## src/rtl/led_pwm_multi.sv

```systemverilog
// led_pwm_multi: N-channel LED dimmer with debounced up/down buttons, a global breathing mode
// and a shared PWM counter whose per-channel duty is latched at each period start.
module led_pwm_multi #(
    parameter int NCH        = 4,
    parameter int DW         = 8,
    parameter int STEP       = 32,
    parameter int DEB_CYCLES = 1000000,
    parameter int PWM_DIV    = 4,
    parameter int BREATH_DIV = 100000
) (
    input  logic           clk,
    input  logic           rst,
    input  logic [NCH-1:0] btn_up,
    input  logic [NCH-1:0] btn_dn,
    input  logic           btn_mode,
    output logic [NCH-1:0] led,
    output logic           mode_breath
);
    localparam int NB = 2 * NCH + 1;
    localparam int CW = $clog2(DEB_CYCLES + 1);
    localparam int PW = $clog2(PWM_DIV + 1);
    localparam int BW = $clog2(BREATH_DIV + 1);

    typedef enum logic {MANUAL, BREATH} state_t;

    logic [1:0]              rst_sync;
    logic                    arst_n;
    logic [NB-1:0]           raw, s1, s2, press;
    logic [NCH-1:0][DW-1:0]  eff, shadow, sh_n;
    logic [PW-1:0]           pre;
    logic [DW-1:0]           cnt, ramp, ramp_n;
    logic [BW-1:0]           bdiv;
    logic                    dir, load;
    state_t                  state;

    // reset asserts immediately but releases on a clock edge
    always_ff @(posedge clk or negedge rst)
        if (!rst) rst_sync <= '0;
        else      rst_sync <= {rst_sync[0], 1'b1};
    assign arst_n = rst_sync[1];

    assign raw = {btn_mode, btn_dn, btn_up};

    always_ff @(posedge clk or negedge arst_n)
        if (!arst_n) {s2, s1} <= '0;
        else         {s2, s1} <= {s1, raw};

    for (genvar g = 0; g < NB; g++) begin : g_deb
        logic [CW-1:0] dcnt;
        logic          stable, pulse, done;
        assign done     = (s2[g] != stable) && (dcnt == CW'(DEB_CYCLES - 1));
        assign press[g] = pulse;
        always_ff @(posedge clk or negedge arst_n)
            if (!arst_n) begin
                dcnt   <= '0;
                stable <= 1'b0;
                pulse  <= 1'b0;
            end else begin
                dcnt   <= (s2[g] != stable && !done) ? dcnt + 1'b1 : '0;
                stable <= done ? s2[g] : stable;
                pulse  <= done & s2[g];
            end
    end

    for (genvar g = 0; g < NCH; g++) begin : g_ch
        logic [DW-1:0]   duty;
        logic [DW:0]     inc, dec;
        logic [2*DW-1:0] prod;
        assign inc    = {1'b0, duty} + (DW+1)'(STEP);
        assign dec    = {1'b0, duty} - (DW+1)'(STEP);
        assign prod   = {{DW{1'b0}}, duty} * {{DW{1'b0}}, ramp};
        assign eff[g] = (state == BREATH) ? DW'(prod >> DW) : duty;
        always_ff @(posedge clk or negedge arst_n)
            if (!arst_n) duty <= '0;
            else duty <= (press[g] && !press[NCH+g]) ? (inc[DW] ? '1 : inc[DW-1:0]) :
                         (press[NCH+g] && !press[g]) ? (dec[DW] ? '0 : dec[DW-1:0]) : duty;
    end

    assign ramp_n = dir ? ramp + 1'b1 : ramp - 1'b1;

    always_ff @(posedge clk or negedge arst_n)
        if (!arst_n) begin
            state       <= MANUAL;
            mode_breath <= 1'b0;
            ramp        <= '0;
            dir         <= 1'b1;
            bdiv        <= '0;
        end else if (press[2*NCH]) begin
            state       <= (state == MANUAL) ? BREATH : MANUAL;
            mode_breath <= (state == MANUAL);
            if (state == MANUAL) begin
                ramp <= '0;
                dir  <= 1'b1;
                bdiv <= '0;
            end
        end else if (state == BREATH) begin
            bdiv <= (bdiv == BW'(BREATH_DIV - 1)) ? '0 : bdiv + 1'b1;
            if (bdiv == BW'(BREATH_DIV - 1)) begin
                ramp <= ramp_n;
                if (&ramp_n)            dir <= 1'b0;
                else if (ramp_n == '0)  dir <= 1'b1;
            end
        end

    // new duty is applied on the period-start cycle itself so the whole period uses it
    assign load = (cnt == '0) && (pre == '0);
    assign sh_n = load ? eff : shadow;

    always_ff @(posedge clk or negedge arst_n)
        if (!arst_n) begin
            pre    <= '0;
            cnt    <= '0;
            shadow <= '0;
            led    <= '0;
        end else begin
            pre    <= (pre == PW'(PWM_DIV - 1)) ? '0 : pre + 1'b1;
            cnt    <= (pre == PW'(PWM_DIV - 1)) ? cnt + 1'b1 : cnt;
            shadow <= sh_n;
            for (int i = 0; i < NCH; i++)
                led[i] <= (&sh_n[i]) | (cnt < sh_n[i]);
        end
endmodule

```

## config.mk

```make
export PLATFORM = sky130hd
export DESIGN_NAME = led_pwm_multi
export DESIGN_NICKNAME = d
export VERILOG_FILES = /design/src/rtl/led_pwm_multi.sv
export SDC_FILE = /design/constraint.sdc
export NUM_CORES = 1
export LEC_CHECK = 0
export ABC_CLOCK_PERIOD_IN_PS = 8400
export CAP_MARGIN = 10
export CORE_MARGIN = 4
export CORE_UTILIZATION = 59
export CTS_CLUSTER_DIAMETER = 200
export DETAILED_ROUTE_END_ITERATION = 16
export PLACE_DENSITY = 0.75
export SETUP_SLACK_MARGIN = 0.15
export SLEW_MARGIN = 0
export SYNTH_ARGS = -nofsm -noshare
export SYNTH_HDL_FRONTEND = slang
export SYNTH_SLANG_ARGS = --single-unit
export TNS_END_PERCENT = 50
```

## constraint.sdc

```tcl
create_clock -name clk -period 8.4 [get_ports clk]
set_input_delay 2.1 -clock clk [delete_from_list [all_inputs] [get_ports clk]]
set_output_delay 2.1 -clock clk [all_outputs]
set_load 0.005 [all_outputs]
```

### After elaboration in Yosys (flattened, before gate mapping)

Index checks and enable logic that the tools add are counted.

| storage, ports and cells | value |
|---|---|
| flip-flop bits (word level) | 325 |
| output and inout bits | 5 |

| cells by class | value |
|---|---|
| add/sub/neg operators | 22 |
| $mul | 4 |
| order comparisons | 4 |
| equality and inequality tests | 21 |
| mux-type cells | 47 |
| bitwise operators | 14 |
| reduce and logical (&&, ||, !) cells | 62 |

Operator list:

| kind | number |
|---|---|
| two-way mux 8 bit | 25 |
| adder 20 x 1 -> 20 bit (second input constant) | 9 |
| == test 20 bit (second input constant) | 9 |
| two-way mux 20 bit | 9 |
| two-way mux 17 bit | 4 |
| multiplier 8 x 8 -> 16 bit | 4 |
| AND reduction 8 bit | 5 |
| adder 8 x 6 -> 9 bit (second input constant) | 4 |
| subtractor 8 x 6 -> 9 bit (second input constant) | 4 |
| < comparator 8 bit | 4 |
| two-way mux 32 bit | 1 |
| logical AND 1 bit | 27 |
| adder 17 x 1 -> 17 bit (second input constant) | 1 |
| == test 17 bit (second input constant) | 1 |
| zero test 1 bit | 17 |
| adder 8 x 1 -> 8 bit (second input constant) | 2 |
| zero test 8 bit | 2 |
| nonzero test 2 bit | 6 |
| AND 1 bit | 9 |
| != test 1 bit | 9 |
| subtractor 8 x 1 -> 8 bit (second input constant) | 1 |
| two-way mux 1 bit | 7 |
| bitwise OR 1 bit | 4 |
| AND reduction 4 bit | 1 |
| other kinds (9) | 9 |

### Depth between registers and ports, before layout

Gate-level depths: netlist of the first run.

| logic depth | value |
|---|---|
| depth in word-level cells | 8 |
| mapped depth | 27 |
| depth with buffers taken out | 26 |

### Least setup slack after synthesis of the first run

No wires, ideal clock.

| path | value |
|---|---|
| kind | register to register |
| start | reg ramp[6] |
| end | reg led[2] |
| data arrival time | 5.982 ns |
| setup slack | 2.340 ns |
| stages on the path, launching flop included | 25 |
| buffers on the path | 1 |
| clock period less this slack | 6.060 ns |
| path through | dfrtp_1 -> clkbuf_1 -> xor2_1 -> xor2_1 -> and2_1 -> inv_1 -> fa_1 -> inv_1 -> fa_1 -> fa_1 -> ha_1 -> a21o_1 -> o21a_1 -> or2_1 -> o41ai_1 -> xnor2_1 -> a221oi_1 -> ha_1 -> or4_1 -> o211ai_1 -> a21oi_1 -> and4_1 -> nor4_1 -> a21oi_1 -> a21oi_1 |

| on the way | value |
|---|---|
| word-level cells in the longest chain between the ends | 5 |

Ends and longest elaborated chain:

| what | RTL line | source |
|---|---|---|
| from (decl) | 31 | `logic [DW-1:0] cnt, ramp, ramp_n;` |
| from (signal assigned) | 99 | `ramp <= ramp_n;` |
| multiplier 8 x 8 -> 16 bit * | 71 | `assign prod = {{DW{1'b0}}, duty} * {{DW{1'b0}}, ramp};` |
| two-way mux 8 bit * | 72 | `assign eff[g] = (state == BREATH) ? DW'(prod >> DW) : duty;` |
| two-way mux 32 bit * | 107 | `assign sh_n = load ? eff : shadow;` |
| < comparator 8 bit or AND reduction 8 bit (tied branches) | 120 | `led[i] <= (&sh_n[i]) \| (cnt < sh_n[i]);` |
| bitwise OR 1 bit * | 120 |  |
| to (signal, indexed assignment) | 120 |  |
| to (decl) | 16 | `output logic [NCH-1:0] led,` |

Every way passes the cells marked *; elsewhere a longest branch is shown, timed or not.
A chain may end at the register's enable or synchronous reset.

### Worst setup path in the final report of the first run

| path | value |
|---|---|
| start | reg ramp[3] |
| end | reg led[2] |

The elaborated chain is that of the path after synthesis.

==> results of run 1 <==
-- logic make-up after synthesis --
logic type	after synthesis
AO/OA/AOI/OAI	303
XOR/XNOR	218
adder cells (fa/ha/maj)	293
buffers and inverters	319
flip-flops	308
multiplexers	16
other	1
AND/OR/NAND/NOR	928
-- critical path, stage by stage, from the launching register on --
cell      delay [ns]
dfrtp_1         0.92
xor2_1          0.29
nand2_1         0.23
inv_1           0.07
ha_1            0.20
a21o_1          0.23
fa_1            0.54
inv_1           0.05
fa_1            0.47
inv_1           0.05
fa_1            0.47
ha_1            0.34
and3_1          0.19
o21a_1          0.22
or2_1           0.28
o41ai_1         0.33
xnor2_1         0.20
a221oi_1        0.16
ha_1            0.27
or4_1           0.51
o211ai_1        0.11
a21oi_1         0.08
and4_1          0.23
nor4_1          0.36
a21oi_1         0.14
a21oi_1         0.12
-- per-layer routing --
layer | up-vias | share of wire | track usage | routed length (um)
li1 | 7959 | - | - | -
met1 | 8051 | 0.44 | 0.316 | 20600
met2 | 327 | 0.49 | 0.403 | 22600
met3 | 81 | 0.043 | 0.0328 | 1980
met4 | 0 | 0.026 | 0.0706 | 1200
met5 | - | 0 | 0 | 0
-- where the power goes --
group	internal, uW	leakage, uW	total, uW	switching [uW]
clock	995	0.000600	1630	632
sequential	1500	0.00422	1520	20.2
combinational	18.0	0.00698	61.5	43.5
-- synthesized netlist by cell type (6+ instances only) --
cell | count | area share
a21oi_1 | 79 | 0.018
mux2_2 | 11 | 0.0057
buf_2 | 6 | 0.0014
or3_1 | 35 | 0.010
nor4_1 | 20 | 0.0057
and3_1 | 51 | 0.015
o21ai_0 | 74 | 0.017
xor2_1 | 120 | 0.048
nand3_1 | 106 | 0.024
o21ai_1 | 6 | 0.0014
or2_2 | 7 | 0.0020
o21bai_1 | 7 | 0.0024
nand4_1 | 13 | 0.0037
and2_1 | 83 | 0.024
nor4b_1 | 7 | 0.0028
a31oi_1 | 11 | 0.0031
dfrtp_1 | 307 | 0.35
inv_1 | 233 | 0.040
o21a_1 | 8 | 0.0027
o22ai_1 | 10 | 0.0029
fa_1 | 91 | 0.083
or4_1 | 13 | 0.0045
a211oi_1 | 6 | 0.0021
nor3b_1 | 6 | 0.0021
a21o_1 | 22 | 0.0075
ha_1 | 197 | 0.11
nor2b_1 | 23 | 0.0066
clkbuf_1 | 75 | 0.013
nand2_1 | 206 | 0.035
nand3b_1 | 7 | 0.0024
a31o_2 | 8 | 0.0032
nor3_1 | 35 | 0.0080
a221o_1 | 7 | 0.0032
and3b_1 | 8 | 0.0032
o31ai_1 | 13 | 0.0045
nand2b_1 | 14 | 0.0040
nor2_1 | 269 | 0.046
xnor2_1 | 98 | 0.039
-- sequential cells by signal, summed over array words and instances, names as in the netlist --
signal / cells
g_ch.duty: 16
s2: 9
led: 4
g_deb.stable: 9
mode_breath: 1
rst_sync: 2
s1: 9
dir: 1
ramp: 8
g_deb.pulse: 9
pre: 3
bdiv: 17
shadow: 32
cnt: 8
g_deb.dcnt: 180
-- path summary, 6_finish.rpt --
| check | startpoint | endpoint | depth (start not counted) |
|---|---|---|---|
| max | ramp[3] | led[2] | 25 |
| min | s1[6] | s2[6] | 0 |
| max reg2reg | ramp[3] | led[2] | 25 |
| min reg2reg | s1[6] | s2[6] | 0 |
| max in group asynchronous | rst_sync[1] | shadow[14] | 2 |
| min in group asynchronous | rst_sync[1] | g_deb[6].dcnt[18] | 0 |
-- stage by stage --
| stage | hold slack [ns] | worst slack [ns] | std cells | cell area (um2) |
|---|---|---|---|---|
| floorplan | 0.331 | 2.34 | 2386 | 21900 |
| global placement | 0.333 | 1.77 | 2799 | 22400 |
| detailed placement | 0.335 | 1.42 | 2799 | 22400 |
| CTS | 0.348 | 1.40 | 2862 | 23600 |
| global route | 0.356 | 0.851 | 2862 | 23600 |
| finish | 0.344 | 1.28 | 2862 | 23600 |
-- layout make-up --
cell class,count,area (um2),share of cell area
multi-input combinational,1759,13000,0.549
tap,468,586,0.0248
sequential,308,7710,0.326
timing repair buffer,27,240,0.0102
inverter,237,890,0.0376
clock inverter,12,188,0.00794
clock buffer,51,1050,0.0443
==> impl_metrics.py, run 1 <==
metrics = {
    "outcome": {
        "status": "finished, final reports clean",
    },
    "grt": {
        "grt-ovfl-total": 0,
        "antenna_found_initial": 0,
        "first_global_vias": 16900,
        "grt_max_degree": 85,
        "globalRouteTotalUtil": 0.236,
        "grt_pass1_wl_um": 80900,
    },
    "setup_path": {
        "required_ns": 8.87,
        "end_kind": "register",
        "cp_max_fo": 24,
        "rrSetupSlack_ns": 1.28,
        "critPathArrivalTime_ns": 7.59,
        "cp-start-kind": "register",
        "critical_path_class": "register to register",
    },
    "clocking": {
        "post-cts-setup-buffers": 0,
        "cts_num_sinks": 308,
        "clk_path_buf_depth": 3,
        "ctsHoldBuffers": 0,
        "path_clk_slew_ns": 0.06,
        "cts_made_buffers": 36,
        "postCtsResizedCells": 0,
        "root_buffer": "clkbuf_16",
        "insertion_delay_ns": 0.55,
        "htree_levels": 2,
        "cts_tree": "built",
    },
    "synthesis": {
        "synth_top_family_by_area": "simple AND/OR/NAND/NOR gates",
        "synth_xor_area_frac": 0.0872,
        "syn_inst": 2386,
        "async_flop_share": 1.00,
        "synth_edf_count": 0,
        "synth_compound_area_frac": 0.0898,
        "synth_flop_cell": "dfrtp_1",
        "synth-simple-area-share": 0.210,
        "synth-seq-area-share": 0.352,
        "netlist_area_um2": 21900,
        "yosysWarnings": 0,
        "yosys.area_share.adder": 0.198,
        "synthMuxAreaShare": 0.00794,
        "syn_nets": 2685,
        "ys_ff_latch": 308,
        "syn_avg_cell_area_um2": 9.18,
        "netlist-cell-type-count": 83,
    },
    "drt": {
        "drt-vias-per-instance": 5.74,
        "drt_wl_total_um": 46400,
        "drtIter0Drc": 999,
        "dr.pass1.iters": 5,
        "vias": 16400,
        "ant_nets": 0,
        "wl_per_cell_um": 16.2,
        "drc_errors": 0,
    },
    "floorplan": {
        "dieHeight_um": 201,
        "coreArea_um2": 36600,
        "dieWidth_um": 201,
        "start_util": 0.598,
        "rows": 70,
        "io_pins": 16,
        "dieArea_um2": 40300,
    },
    "min_path": {
        "holdCritPathClass": "register to register",
    },
    "cells_and_area": {
        "antenna_cells": 0,
        "layout.cells.most_common": "dfrtp_1",
        "fillerInstances": 2969,
        "area_growth_pct": 7.99,
        "drive_above_1_share": 0.0468,
        "final_nets": 2668,
        "utilization": 0.646,
        "final_cell_mix": "dfrtp_1, nor2_1, inv_1",
    },
    "pwr": {
        "power_density_nw_per_um2": 136,
        "vdd_drop_max_mv": 0.182,
        "power_uw": 3210,
        "p_leak_uw": 0.0118,
    },
    "timing": {
        "finClkSkew_ns": 0.0328,
        "hold_viol": 0,
        "tns_ns": 0,
        "relSlewSlack": 0.286,
        "worst_pin_slew_ns": 1.07,
        "rsz0062_at_grt": "false",
        "setup_viol": 0,
        "slew_viol_final": 0,
        "min_period_ns": 7.12,
        "finalCritPeriodShare": 0.848,
        "fmax_mhz": 140,
    },
    "place": {
        "place_congestion": 0.910,
        "dp_hpwl_um": 33500,
        "io_buffers": 15,
    },
    "flow_run": {
        "maxCapViolations": 0,
    },
}
No activity file was read; power rests on OpenSTA's default activity.
==> inputs of run 2 (changes only) <==
- ABC_CLOCK_PERIOD_IN_PS: 8400 -> 6300
- clock period: 8.4 -> 6.3 ns (I/O delays scaled with it)
==> impl_metrics.py, run 2 (synthesized netlist as in run 1, its figures left out) <==
metrics = {
    "setup_path": {
        "required_ns": 6.76,
        "cp_max_fo": 6,
        "cp-start-kind": "register",
        "critPathArrivalTime_ns": 6.55,
        "end_kind": "register",
        "critical_path_class": "register to register",
    },
    "cells_and_area": {
        "stdcell_count": 2898,
        "area_growth_pct": 9.92,
        "stdcell_area_um2": 24100,
        "fillerInstances": 2916,
        "regMostFlops": "g_deb.dcnt",
        "final_cell_mix": "dfrtp_1, nor2_1, inv_1",
        "drive_above_1_share": 0.0757,
        "layout.cells.most_common": "dfrtp_1",
        "final_nets": 2704,
        "largest_reg_flops": 180,
        "antenna_cells": 0,
        "reg_top3": "g_deb.dcnt x180, shadow x32, bdiv x17",
    },
    "floorplan": {
        "dieArea_um2": 40300,
        "dieWidth_um": 201,
        "dieHeight_um": 201,
        "io_pins": 16,
        "start_util": 0.598,
        "coreArea_um2": 36600,
        "rows": 70,
    },
    "timing": {
        "min_period_ns": 6.08,
        "relSlewSlack": 0.348,
        "timing.hold.ws_ns": 0.346,
        "fmax_mhz": 164,
        "finalCritPeriodShare": 0.966,
        "slew_viol_final": 0,
        "worst_pin_slew_ns": 0.977,
        "hold_viol": 0,
        "setup_viol": 0,
        "finClkSkew_ns": 0.0132,
        "rsz0062_at_grt": "true",
    },
    "drt": {
        "drc_errors": 0,
        "wl_per_cell_um": 15.9,
        "drt-vias-per-instance": 5.71,
        "vias": 16500,
        "drtIter0Drc": 1089,
        "drt_wl_total_um": 46100,
        "ant_nets": 0,
        "dr.pass1.iters": 5,
    },
    "clocking": {
        "cts_tree": "built",
        "path_clk_slew_ns": 0.06,
        "insertion_delay_ns": 0.55,
        "clk_path_buf_depth": 3,
        "htree_levels": 2,
        "cts_num_sinks": 308,
        "root_buffer": "clkbuf_16",
        "cts_made_buffers": 35,
    },
    "grt": {
        "antenna_found_initial": 0,
        "globalRouteTotalUtil": 0.229,
        "grt-ovfl-total": 0,
        "grt_pass1_wl_um": 78600,
        "grt_max_degree": 127,
        "first_global_vias": 16600,
    },
    "pwr": {
        "vdd_drop_max_mv": 0.232,
        "p_leak_uw": 0.0120,
        "power_density_nw_per_um2": 170,
    },
    "outcome": {
        "status": "finished, final reports clean",
    },
    "place": {
        "dpl_cell_area_um2": 22600,
        "dp_hpwl_um": 33500,
        "place_inst": 2826,
        "place_congestion": 0.864,
        "io_buffers": 15,
    },
    "flow_run": {
        "maxCapViolations": 0,
    },
    "min_path": {
        "holdCritPathClass": "register to register",
    },
}
run 2: cell type report:
class / count / area (um2) / share of cell area
multi-input combinational: 1759 / 13200 / 0.549
sequential: 308 / 7720 / 0.321
clock buffer: 48 / 986 / 0.0410
inverter: 237 / 890 / 0.0370
tap: 468 / 586 / 0.0243
timing repair buffer: 64 / 551 / 0.0229
clock inverter: 14 / 129 / 0.00536
run 2: where the power goes:
part | leakage, uW | total (uW) | internal, uW | switching, uW
registers | 0.00422 | 2020 | 2000 | 25.2
logic | 0.00720 | 83.8 | 24.9 | 58.9
clock network | 0.000540 | 1970 | 1150 | 825
run 2: path summary, 6_finish.rpt:
| check | start | to | slack [ns] | cells past startpoint |
|---|---|---|---|---|
| max | ramp[6] | led[2] | 0.22 | 24 |
| min | s1[4] | s2[4] | 0.35 | 0 |
| max reg2reg | ramp[6] | led[2] | 0.22 | 24 |
| min reg2reg | s1[4] | s2[4] | 0.35 | 0 |
| max in group asynchronous | rst_sync[1] | ramp[2] | 4.65 | 1 |
| min in group asynchronous | rst_sync[1] | g_deb[7].dcnt[16] | 0.46 | 0 |
run 2: repair_timing:
action                     in CTS  in global routing
hold buffers                    0                  0
pin swaps                       1                 35
setup endpoints to repair       3                  4
gates resized for setup        10                 36
setup buffers                   0                 10
run 2: worst max-delay path, stage by stage (launching register included):
cell and delay (ns):
dfrtp_2 0.47, xor2_4 0.21, xor2_2 0.24, and2_4 0.19
inv_2 0.04, fa_1 0.51, inv_2 0.04, fa_1 0.47
fa_1 0.60, ha_4 0.23, a21o_1 0.18, o21a_1 0.19
buf_6 0.12, o31a_1 0.26, or3_1 0.40, a311oi_1 0.25
o21bai_2 0.18, ha_1 0.26, o21a_1 0.19, o211ai_1 0.17
a21oi_1 0.07, and4_1 0.20, nor4_2 0.29, a21oi_1 0.10
a21oi_1 0.14
run 2: per-layer routing:
layer,routed length [um],track usage
met5,0,0
met2,22700,0.390
met1,20500,0.307
met4,1140,0.0728
met3,1810,0.0281
run 2: through the flow:
stage | util | total power (uW) | setup TNS, ns | setup slack, ns
after detailed placement | 0.618 | 2150 | -0.261 | -0.156
after floorplan | - | 2120 | 0 | 0.240
final | 0.657 | 4080 | 0 | 0.215
after global placement | 0.618 | 2140 | 0 | 0.0473
after global routing | 0.657 | 4240 | -0.143 | -0.0646
after CTS | 0.650 | 4140 | 0 | 0.145
==> inputs of run 3 (changes only) <==
- CORE_MARGIN: 4 -> unset
==> impl_metrics.py, run 3 (synthesized netlist as in run 1, its figures left out) <==
metrics = {
    "clocking": {
        "cts_made_buffers": 35,
        "insertion_delay_ns": 0.55,
        "ctsHoldBuffers": 0,
        "cts_tree": "built",
        "root_buffer": "clkbuf_16",
        "htree_levels": 2,
        "path_clk_slew_ns": 0.06,
        "clk_path_buf_depth": 3,
        "cts_num_sinks": 308,
    },
    "place": {
        "dp_hpwl_um": 33700,
        "place_congestion": 0.878,
        "io_buffers": 15,
    },
    "timing": {
        "hold_viol": 0,
        "finClkSkew_ns": 0.0149,
        "fmax_mhz": 167,
        "setup_viol": 0,
        "min_period_ns": 6.00,
        "rsz0062_at_grt": "true",
        "relSlewSlack": 0.320,
        "slew_viol_final": 0,
        "worst_pin_slew_ns": 1.02,
        "finalCritPeriodShare": 0.953,
    },
    "grt": {
        "grt.busiest_layer": "met2",
        "first_global_vias": 16500,
        "grt-ovfl-total": 0,
        "antenna_found_initial": 0,
        "gr-usage-met2": 0.428,
        "grtUsageMet1": 0.338,
        "grt_pass1_wl_um": 79100,
        "grt_max_degree": 187,
        "use_met3": 0.0305,
        "globalRouteTotalUtil": 0.254,
    },
    "floorplan": {
        "dieHeight_um": 195,
        "io_pins": 16,
        "dieWidth_um": 195,
        "start_util": 0.599,
        "rows": 70,
        "coreArea_um2": 36500,
        "dieArea_um2": 37900,
    },
    "setup_path": {
        "critPathArrivalTime_ns": 6.47,
        "crit_slowest_cell": "fa_1",
        "worst_r2r_endpoint": "led[2]",
        "end_kind": "register",
        "critical_path_class": "register to register",
        "rrSetupSlack_ns": 0.30,
        "cp-start-kind": "register",
        "critPathTopFamily": "adder cells",
        "crit_buf_inv": 3,
        "r2r_start": "ramp[3]",
        "required_ns": 6.77,
        "ff2ff_path_depth": 25,
        "critPathMostFrequentCell": "fa_1",
        "cp_max_fo": 3,
        "crit_path_max_incr_delay_ns": 0.56,
    },
    "drt": {
        "vias": 16600,
        "ant_nets": 0,
        "drt_wl_total_um": 47300,
        "drt-vias-per-instance": 5.72,
        "drtIter0Drc": 1003,
        "drc_errors": 0,
        "wl_per_cell_um": 16.3,
        "dr.pass1.iters": 5,
    },
    "flow_run": {
        "maxCapViolations": 0,
    },
    "cells_and_area": {
        "final_cell_mix": "dfrtp_1, nor2_1, inv_1",
        "largest_reg_flops": 180,
        "utilization": 0.665,
        "reg_top3": "g_deb.dcnt x180, shadow x32, bdiv x17",
        "final_nets": 2714,
        "layout.cells.most_common": "dfrtp_1",
        "drive_above_1_share": 0.0848,
        "regMostFlops": "g_deb.dcnt",
        "area_growth_pct": 10.9,
        "antenna_cells": 0,
    },
    "min_path": {
        "holdCritPathClass": "register to register",
        "hold_path_startpoint": "s1[2]",
        "whs_path_depth": 0,
        "holdPathEnd": "s2[2]",
    },
    "pwr": {
        "vdd_drop_max_mv": 0.282,
        "power_density_nw_per_um2": 173,
        "p_leak_uw": 0.0121,
        "power_uw": 4200,
    },
    "outcome": {
        "status": "finished, final reports clean",
    },
}
==> run 3: cell count changes in the layout (fill, tap and decap cells not counted), sizes merged <==
cell      before  now
buf           49   59
bufinv         1    3
clkbuf        48   47
clkinvlp       3    2
inv          237  238
==> run 3: cell type report <==
type	count	area, um2
fillers	2833	12300
multi-input cells	1759	13300
inverters	237	890
clock inverters	16	204
well taps	468	586
repair buffers	74	626
clock buffers	47	981
flip-flops and latches	308	7710
==> run 3: where the power goes <==
part | leakage [uW] | internal, uW | total [uW] | switching, uW
Sequential | 0.00422 | 2000 | 2020 | 25.7
Clock | 0.000579 | 1230 | 2090 | 861
Combinational | 0.00726 | 24.3 | 82.8 | 58.5
==> run 3: worst reg2reg max path: cells and delay by family, from the launching register on <==
kind | cells | cell delay (ns)
AOI/OAI and AO/OA | 9 | 1.79
xor gates and xnor gates | 1 | 0.21
adders and majority gates | 6 | 2.23
buffers and inverters | 3 | 0.13
DFF | 1 | 0.41
and+or+nand+nor | 6 | 1.15
==> run 3: layer usage <==
layer	vias to the layer above	wire length (um)
met5	-	0
met4	0	1310
met3	79	2140
met2	336	23000
met1	8180	20800
li1	8046	-
==> run 3: metrics by stage <==
stage | std cells | hold slack [ns] | instance area, um2 | setup TNS, ns | setup slack (ns)
finish | 2909 | 0.350 | 24300 | 0 | 0.299
global placement | 2830 | 0.332 | 22700 | 0 | 0.125
floorplan | 2386 | 0.331 | 21900 | 0 | 0.240
detailed placement | 2830 | 0.339 | 22700 | -0.0737 | -0.0737
global route | 2909 | 0.363 | 24300 | 0 | 0.0345
CTS | 2899 | 0.353 | 24000 | 0 | 0.146
==> run 3: timing repair <==
action,4_1_cts,5_1_grt
pin swaps,9,41
endpoints found under the setup margin,2,4
endpoints found under the hold margin,0,0
setup buffers,6,10
gates resized for setup,12,51
==> run 3: worst max-delay path by stage <==
stage               startpoint  slack (ns)     end  cells after the start
finish                 ramp[3]        0.30  led[2]                     25
global route           ramp[7]        0.03  led[1]                     25
CTS                    ramp[4]        0.15  led[1]                     24
detailed placement     ramp[5]       -0.07  led[2]                     23
global placement       ramp[4]        0.12  led[2]                     25
floorplan              ramp[6]        0.24  led[2]                     24
